[src/rtl/mem_access_stage_if.sv]
// Data-memory bus between the memory-access stage (master) and the data memory (slave).
interface mem_access_stage_if;
   logic        dmem_req;
   logic        dmem_we;
   logic [31:0] dmem_addr;
   logic [31:0] dmem_wdata;
   logic [3:0]  dmem_be;
   logic        dmem_gnt;
   logic        dmem_rvalid;
   logic [31:0] dmem_rdata;

   modport master (
      output dmem_req, dmem_we, dmem_addr, dmem_wdata, dmem_be,
      input  dmem_gnt, dmem_rvalid, dmem_rdata
   );

   modport slave (
      input  dmem_req, dmem_we, dmem_addr, dmem_wdata, dmem_be,
      output dmem_gnt, dmem_rvalid, dmem_rdata
   );
endinterface

[src/rtl/mem_access_stage.sv]
// RISC-V memory-access stage: turns LOAD/STORE into req/gnt/rvalid bus transactions, one writeback per instruction.
// Optional MEM_ALIGN_CHECK_EN: reject misaligned halfword/word accesses with mem_err instead of issuing them.
module mem_access_stage #(
   parameter int TIMEOUT = 16
) (
   input  logic                       clk,
   input  logic                       rst_n,
   input  logic                       in_valid,
   output logic                       in_ready,
   input  logic [6:0]                 opcode,
   input  logic [2:0]                 funct3,
   input  logic [31:0]                alu_result,
   input  logic [31:0]                mem_addr,
   input  logic [31:0]                rs2_data,
   input  logic [4:0]                 rd,
   mem_access_stage_if.master         dmem,
   output logic                       wb_valid,
   output logic                       wb_we,
   output logic [4:0]                 wb_rd,
   output logic [31:0]                wb_data,
   output logic                       mem_err
);

   localparam logic [6:0] OP_LOAD  = 7'b0000011;
   localparam logic [6:0] OP_STORE = 7'b0100011;
   localparam int         CW       = (TIMEOUT > 1) ? $clog2(TIMEOUT) : 1;
   localparam logic [CW-1:0] CNT_LAST = CW'(TIMEOUT - 1);

   typedef enum logic [1:0] {IDLE, REQ, RESP} state_t;

   typedef struct packed {
      logic [2:0] funct3;
      logic [1:0] off;
      logic [4:0] rd;
   } acc_t;

   state_t        state;
   acc_t          acc;
   logic [CW-1:0] cnt;

   logic        is_load, is_store, f3_legal, misaligned, mem_ok, wr_op;
   logic [3:0]  be_c;
   logic [31:0] wdata_c;
   logic [31:0] shifted;
   logic [31:0] load_data;

   assign in_ready = (state == IDLE);

   always_comb begin
      is_load  = (opcode == OP_LOAD);
      is_store = (opcode == OP_STORE);
      f3_legal = 1'b0;
      if (is_load)
         f3_legal = funct3 inside {3'b000, 3'b001, 3'b010, 3'b100, 3'b101};
      else if (is_store)
         f3_legal = funct3 inside {3'b000, 3'b001, 3'b010};
`ifdef MEM_ALIGN_CHECK_EN
      misaligned = ((funct3[1:0] == 2'b01) && mem_addr[0]) ||
                   ((funct3[1:0] == 2'b10) && (mem_addr[1:0] != 2'b00));
`else
      misaligned = 1'b0;
`endif
      mem_ok = (is_load || is_store) && f3_legal && !misaligned;
      wr_op  = opcode inside {7'b0110011, 7'b0010011, 7'b1101111,
                              7'b1100111, 7'b0110111, 7'b0010111};
   end

   // Lanes are shifted within a 4-bit field, so accesses crossing the word are truncated.
   always_comb begin
      be_c    = 4'hF << mem_addr[1:0];
      wdata_c = rs2_data;
      case (funct3[1:0])
         2'b00: begin
            be_c    = 4'b0001 << mem_addr[1:0];
            wdata_c = {4{rs2_data[7:0]}};
         end
         2'b01: begin
            be_c    = 4'b0011 << mem_addr[1:0];
            wdata_c = {2{rs2_data[15:0]}};
         end
         default: ;
      endcase
   end

   // Logical shift zero-fills lanes above the word before extension.
   always_comb begin
      shifted = dmem.dmem_rdata >> {acc.off, 3'b000};
      case (acc.funct3)
         3'b000:  load_data = {{24{shifted[7]}}, shifted[7:0]};
         3'b001:  load_data = {{16{shifted[15]}}, shifted[15:0]};
         3'b100:  load_data = {24'h0, shifted[7:0]};
         3'b101:  load_data = {16'h0, shifted[15:0]};
         default: load_data = shifted;
      endcase
   end

   always_ff @(posedge clk or negedge rst_n) begin
      if (!rst_n) begin
         state           <= IDLE;
         acc             <= '0;
         cnt             <= '0;
         dmem.dmem_req   <= 1'b0;
         dmem.dmem_we    <= 1'b0;
         dmem.dmem_addr  <= '0;
         dmem.dmem_wdata <= '0;
         dmem.dmem_be    <= '0;
         wb_valid        <= 1'b0;
         wb_we           <= 1'b0;
         wb_rd           <= '0;
         wb_data         <= '0;
         mem_err         <= 1'b0;
      end else begin
         wb_valid <= 1'b0;
         wb_we    <= 1'b0;
         mem_err  <= 1'b0;
         case (state)
            IDLE: begin
               if (in_valid) begin
                  if (mem_ok) begin
                     acc             <= '{funct3: funct3, off: mem_addr[1:0], rd: rd};
                     dmem.dmem_req   <= 1'b1;
                     dmem.dmem_we    <= is_store;
                     dmem.dmem_addr  <= {mem_addr[31:2], 2'b00};
                     dmem.dmem_be    <= be_c;
                     dmem.dmem_wdata <= is_store ? wdata_c : 32'h0;
                     state           <= REQ;
                  end else begin
                     // Rejected memory ops fall through here as non-memory ops with the error flag.
                     wb_valid <= 1'b1;
                     wb_rd    <= rd;
                     wb_data  <= alu_result;
                     wb_we    <= wr_op && (rd != 5'd0);
                     mem_err  <= is_load || is_store;
                  end
               end
            end
            REQ: begin
               if (dmem.dmem_gnt) begin
                  dmem.dmem_req <= 1'b0;
                  if (dmem.dmem_we) begin
                     wb_valid <= 1'b1;
                     wb_rd    <= acc.rd;
                     wb_data  <= '0;
                     state    <= IDLE;
                  end else begin
                     cnt   <= '0;
                     state <= RESP;
                  end
               end
            end
            RESP: begin
               if (dmem.dmem_rvalid) begin
                  wb_valid <= 1'b1;
                  wb_we    <= (acc.rd != 5'd0);
                  wb_rd    <= acc.rd;
                  wb_data  <= load_data;
                  state    <= IDLE;
               end else if (cnt == CNT_LAST) begin
                  wb_valid <= 1'b1;
                  wb_rd    <= acc.rd;
                  wb_data  <= '0;
                  mem_err  <= 1'b1;
                  state    <= IDLE;
               end else begin
                  cnt <= cnt + 1'b1;
               end
            end
            default: state <= IDLE;
         endcase
      end
   end

endmodule

[src/flat_wrapper.sv]
// flat-port wrapper written by rule: the top's interface ports become plain ports
module mem_access_stage_flat 
#(
   parameter int TIMEOUT = 16
)
  (clk, rst_n, in_valid, in_ready, opcode, funct3, alu_result, mem_addr, rs2_data, rd, wb_valid, wb_we, wb_rd, wb_data, mem_err, dmem_dmem_req, dmem_dmem_we, dmem_dmem_addr, dmem_dmem_wdata, dmem_dmem_be, dmem_dmem_gnt, dmem_dmem_rvalid, dmem_dmem_rdata);
  mem_access_stage_if dmem_i ();
  input  logic clk;
  input  logic rst_n;
  input  logic in_valid;
  output logic in_ready;
  input  logic [6:0] opcode;
  input  logic [2:0] funct3;
  input  logic [31:0] alu_result;
  input  logic [31:0] mem_addr;
  input  logic [31:0] rs2_data;
  input  logic [4:0] rd;
  output logic wb_valid;
  output logic wb_we;
  output logic [4:0] wb_rd;
  output logic [31:0] wb_data;
  output logic mem_err;
  output wire logic [$bits(dmem_i.dmem_req)-1:0] dmem_dmem_req;
  output wire logic [$bits(dmem_i.dmem_we)-1:0] dmem_dmem_we;
  output wire logic [$bits(dmem_i.dmem_addr)-1:0] dmem_dmem_addr;
  output wire logic [$bits(dmem_i.dmem_wdata)-1:0] dmem_dmem_wdata;
  output wire logic [$bits(dmem_i.dmem_be)-1:0] dmem_dmem_be;
  input wire logic [$bits(dmem_i.dmem_gnt)-1:0] dmem_dmem_gnt;
  input wire logic [$bits(dmem_i.dmem_rvalid)-1:0] dmem_dmem_rvalid;
  input wire logic [$bits(dmem_i.dmem_rdata)-1:0] dmem_dmem_rdata;
  assign dmem_dmem_req = dmem_i.dmem_req;
  assign dmem_dmem_we = dmem_i.dmem_we;
  assign dmem_dmem_addr = dmem_i.dmem_addr;
  assign dmem_dmem_wdata = dmem_i.dmem_wdata;
  assign dmem_dmem_be = dmem_i.dmem_be;
  assign dmem_i.dmem_gnt = dmem_dmem_gnt;
  assign dmem_i.dmem_rvalid = dmem_dmem_rvalid;
  assign dmem_i.dmem_rdata = dmem_dmem_rdata;
  mem_access_stage #(.TIMEOUT(TIMEOUT)) u_core (.clk(clk), .rst_n(rst_n), .in_valid(in_valid), .in_ready(in_ready), .opcode(opcode), .funct3(funct3), .alu_result(alu_result), .mem_addr(mem_addr), .rs2_data(rs2_data), .rd(rd), .dmem(dmem_i), .wb_valid(wb_valid), .wb_we(wb_we), .wb_rd(wb_rd), .wb_data(wb_data), .mem_err(mem_err));
endmodule
[config.mk]
export PLATFORM = sky130hd
export DESIGN_NAME = mem_access_stage_flat
export DESIGN_NICKNAME = d
export VERILOG_FILES = /design/src/rtl/mem_access_stage_if.sv /design/src/rtl/mem_access_stage.sv /design/src/flat_wrapper.sv
export SDC_FILE = /design/constraint.sdc
export NUM_CORES = 1
export LEC_CHECK = 0
export CAP_MARGIN = 5
export CORE_UTILIZATION = 65
export CTS_BUF_LIST = sky130_fd_sc_hd__clkbuf_8 sky130_fd_sc_hd__clkbuf_16
export CTS_CLUSTER_DIAMETER = 50
export DETAILED_ROUTE_END_ITERATION = 8
export DONT_BUFFER_PORTS = 1
export GPL_ROUTABILITY_DRIVEN = 0
export PLACE_DENSITY = 0.8
export RECOVER_POWER = 100
export SKIP_LAST_GASP = 1
export SLEW_MARGIN = 20
export SYNTH_ARGS = -nofsm -noshare
export SYNTH_HDL_FRONTEND = slang
export SYNTH_SLANG_ARGS = --single-unit
[constraint.sdc]
create_clock -name clk -period 4.3 [get_ports clk]
set_input_delay 0.645 -clock clk [delete_from_list [all_inputs] [get_ports clk]]
set_output_delay 0.645 -clock clk [all_outputs]
set_load 0.01 [all_outputs]
==> impl_metrics.toml <==
[die]
dieHeight_um = 100.3
start_util = 0.6770
die_area_sq_um = 10070
rows = 35
die_w_um = 100.3
num_io_pins = 259
coreArea_sq_um = 9284

[sta]
setup_ws_ns = 1.022
drv_slew = 182
rsz0062_at_grt = "false"
skew_ns = 0.01364
finalSetupViolCount = 0
tns_ns = 0
maxSlewHeadroom = -1.019
timing.final.crit_period_ns = 3.278
hold_violations = 0
worst_pin_slew_ns = 3.029
fin_crit_sh = 0.7624
max_freq_mhz = 305.0

[clock_tree]
post-cts-setup-buffers = 0
cts-buffers-inserted = 17
clk_pin_slew_ns = 0.06
clockBufferDepth = 2
htree_num_levels = 4
tritoncts = "yes"
clock-root-buffer = "clkbuf_8"
numClockSinks = 124
postCtsResizedCells = 0
clkLatencyLatePin_ns = 0.51

[setup_path]
crit_start = "u_core.state[0]$_DFFE_PN0P_"
crit_path_cell_trace = "inv_1 -> ha_1 -> nand2_1 -> nor2_1 -> buf_4 -> mux2_2"
worstPathRequired_ns = 4.69
cp_slowest_cell = "nor2_1"
critPathCaptureType = "flop"
arrival_ns = 3.67
crit_path_max_fanout = 20
slowest_delay_ns = 1.17
worstSetupPathType = "reg -> reg"
startpoint_type = "flop"
r2r-start = "u_core.state[0]$_DFFE_PN0P_"

[synthesis]
avgSynthCellArea_sq_um = 12.13
synth_cell_type_count = 51
synth_area_leaders = "dfrtp_1 49%, mux2_2 13%, mux2i_1 8.0%"
yosys.area.top_type = "dfrtp_1"
synth-seq-cells = 124
syn_area_sq_um = 6285
synth-seq-area-share = 0.4937
ys_warn_count = 0
synth_flop_cell = "dfrtp_1"
synth_top_area_frac = 0.4937
synth_most_common_cell = "dfrtp_1"
synth-async-reset-ratio = 1.000
synth_edf_count = 0
syn-instance-count = 518
synthTopCellsByCount = "124 x dfrtp_1, 75 x mux2_2, 50 x mux2i_1, 23 x nand2_1, 19 x a22o_1"

[finish]
seq_area_sq_um = 3103
nets = 657
design_area_sq_um = 6902
multiInputGateArea_sq_um = 2927
n_antenna_cell = 0
syn2layout_area_growth_pct = 9.815
fillCellCount = 633
layout-drive-gt1-share = 0.2282

[flow_run]
max_cap_viol_count = 3

[global_routing]
grt_pass1_wl_um = 23340
grt_pass1_vias = 4393
grt.overflow.total = 0
antenna_found_initial = 0
grt_max_degree = 125
grtUsageTotal = 0.3045

[routing]
vias = 4454
viasPerCell = 6.895
antenna_left = 0
first_pass_iters = 8
drc = 0
drtIter0Drc = 334
wl_per_cell_um = 23.76
wl_um = 15350

[placed_design]
io_buffers = 0
post-place-ws_ns = 1.268
hpwl_um = 10780
post_dp_cell_area_sq_um = 6292

[run_status]
outcome = "finished with violations"
failed_checks = "max-capacitance violations, max-slew violations"

[power_and_ir_drop]
power_density_nw_per_um2 = 619.4
leakage_nw = 3.052
vdd_drop_max_v = 0.0003344

[hold_path]
hp-start = "mem_addr[1]"
min_path_type = "in -> reg"
==> critical path, delay by kind of cell (launching register included) <==
kind / cells / cell delay [ns]
adder cells (fa/ha/maj): 1 / 0.45
buffers and inverters: 2 / 0.58
flip-flops: 1 / 0.41
AND/OR/NAND/NOR: 2 / 1.34
multiplexers: 1 / 0.38
==> flip-flops by register name, indices dropped and copies added, names as in the netlist <==
name,cells
u_core.dmem.dmem_be,4
u_core.state,2
u_core.dmem.dmem_req,1
u_core.wb_data,32
u_core.dmem.dmem_we,1
u_core.acc,10
u_core.cnt,4
u_core.wb_we,1
u_core.wb_valid,1
u_core.mem_err,1
u_core.wb_rd,5
u_core.dmem.dmem_addr,30
u_core.dmem.dmem_wdata,32
==> cell families after synthesis <==
| family | count (synthesis) | share of synthesized area |
|---|---|---|
| buffers and inverters | 52 | 0.03942 |
| DFF | 124 | 0.4937 |
| AOI/OAI and AO/OA | 122 | 0.1640 |
| muxes | 126 | 0.2158 |
| adders and majority gates | 5 | 0.009954 |
| other | 1 | 0.0005967 |
| xor gates and xnor gates | 1 | 0.001394 |
| and+or+nand+nor | 87 | 0.07506 |
==> cells in the final DEF (no fill, tap or decap), types with 12 or more instances in the layout <==
| cell | synthesis | routed |
|---|---|---|
| inv_1 | 12 | 12 |
| dfrtp_1 | 124 | 124 |
| a22o_1 | 19 | 19 |
| o21ai_0 | 17 | 17 |
| mux2_2 | 75 | 75 |
| a32o_1 | 15 | 15 |
| clkbuf_16 | 0 | 16 |
| o2bb2ai_1 | 16 | 16 |
| nand2_1 | 23 | 23 |
| mux2i_1 | 50 | 50 |
==> power by group <==
group          switching [mW]  total, mW  internal (mW)
Clock                   0.526       1.50          0.976
Sequential              0.325       1.76           1.43
Combinational           0.492       1.02          0.524
==> final timing paths <==
kind | endpoint | slack [ns] | depth (start not counted)
max in group asynchronous | u_core.dmem.dmem_be[2]$_DFFE_PN0P_ | 1.42 | 1
min | u_core.dmem.dmem_be[1]$_DFFE_PN0P_ | 0.24 | 1
max | u_core.dmem.dmem_addr[6]$_DFFE_PN0P_ | 1.02 | 6
min in group asynchronous | u_core.dmem.dmem_addr[15]$_DFFE_PN0P_ | 1.08 | 1
max reg2reg | u_core.dmem.dmem_addr[6]$_DFFE_PN0P_ | 1.02 | 6
min reg2reg | u_core.cnt[1]$_DFFE_PN0P_ | 0.53 | 2
==> per-stage QoR <==
step                      total power, mW  hold WS, ns    util  instances
after global routing                4.462       0.2180  0.7434        646
final                               4.275       0.2360  0.7434        646
after floorplan                     2.602       0.3494       -        519
after CTS                           4.313       0.1188  0.7485        646
after global placement              2.721       0.3524  0.6778        613
after detailed placement            2.778       0.3527  0.6778        613
==> routing by layer <==
layer	track usage	up-vias	share of wire
li1	-	1946	-
met1	0.3821	2240	0.38
met2	0.4868	245	0.51
met3	0.1170	23	0.10
met4	0.09922	0	0.013
met5	0	-	0
==> layout make-up <==
type                            count  share of cell area
Clock buffer                       19             0.06400
Clock inverter                     13             0.02719
Inverter                           12            0.006526
Multi-Input combinational cell    343              0.4240
Sequential cell                   124              0.4496
Tap cell                          129             0.02339
Timing Repair Buffer                6            0.005257
==> repair_timing <==
item / CTS / global route
hold buffers: 1 / 0
hold endpoints to repair: 124 / 0
setup endpoints to repair: 0 / 0
No activity file was read; power rests on OpenSTA's default activity.
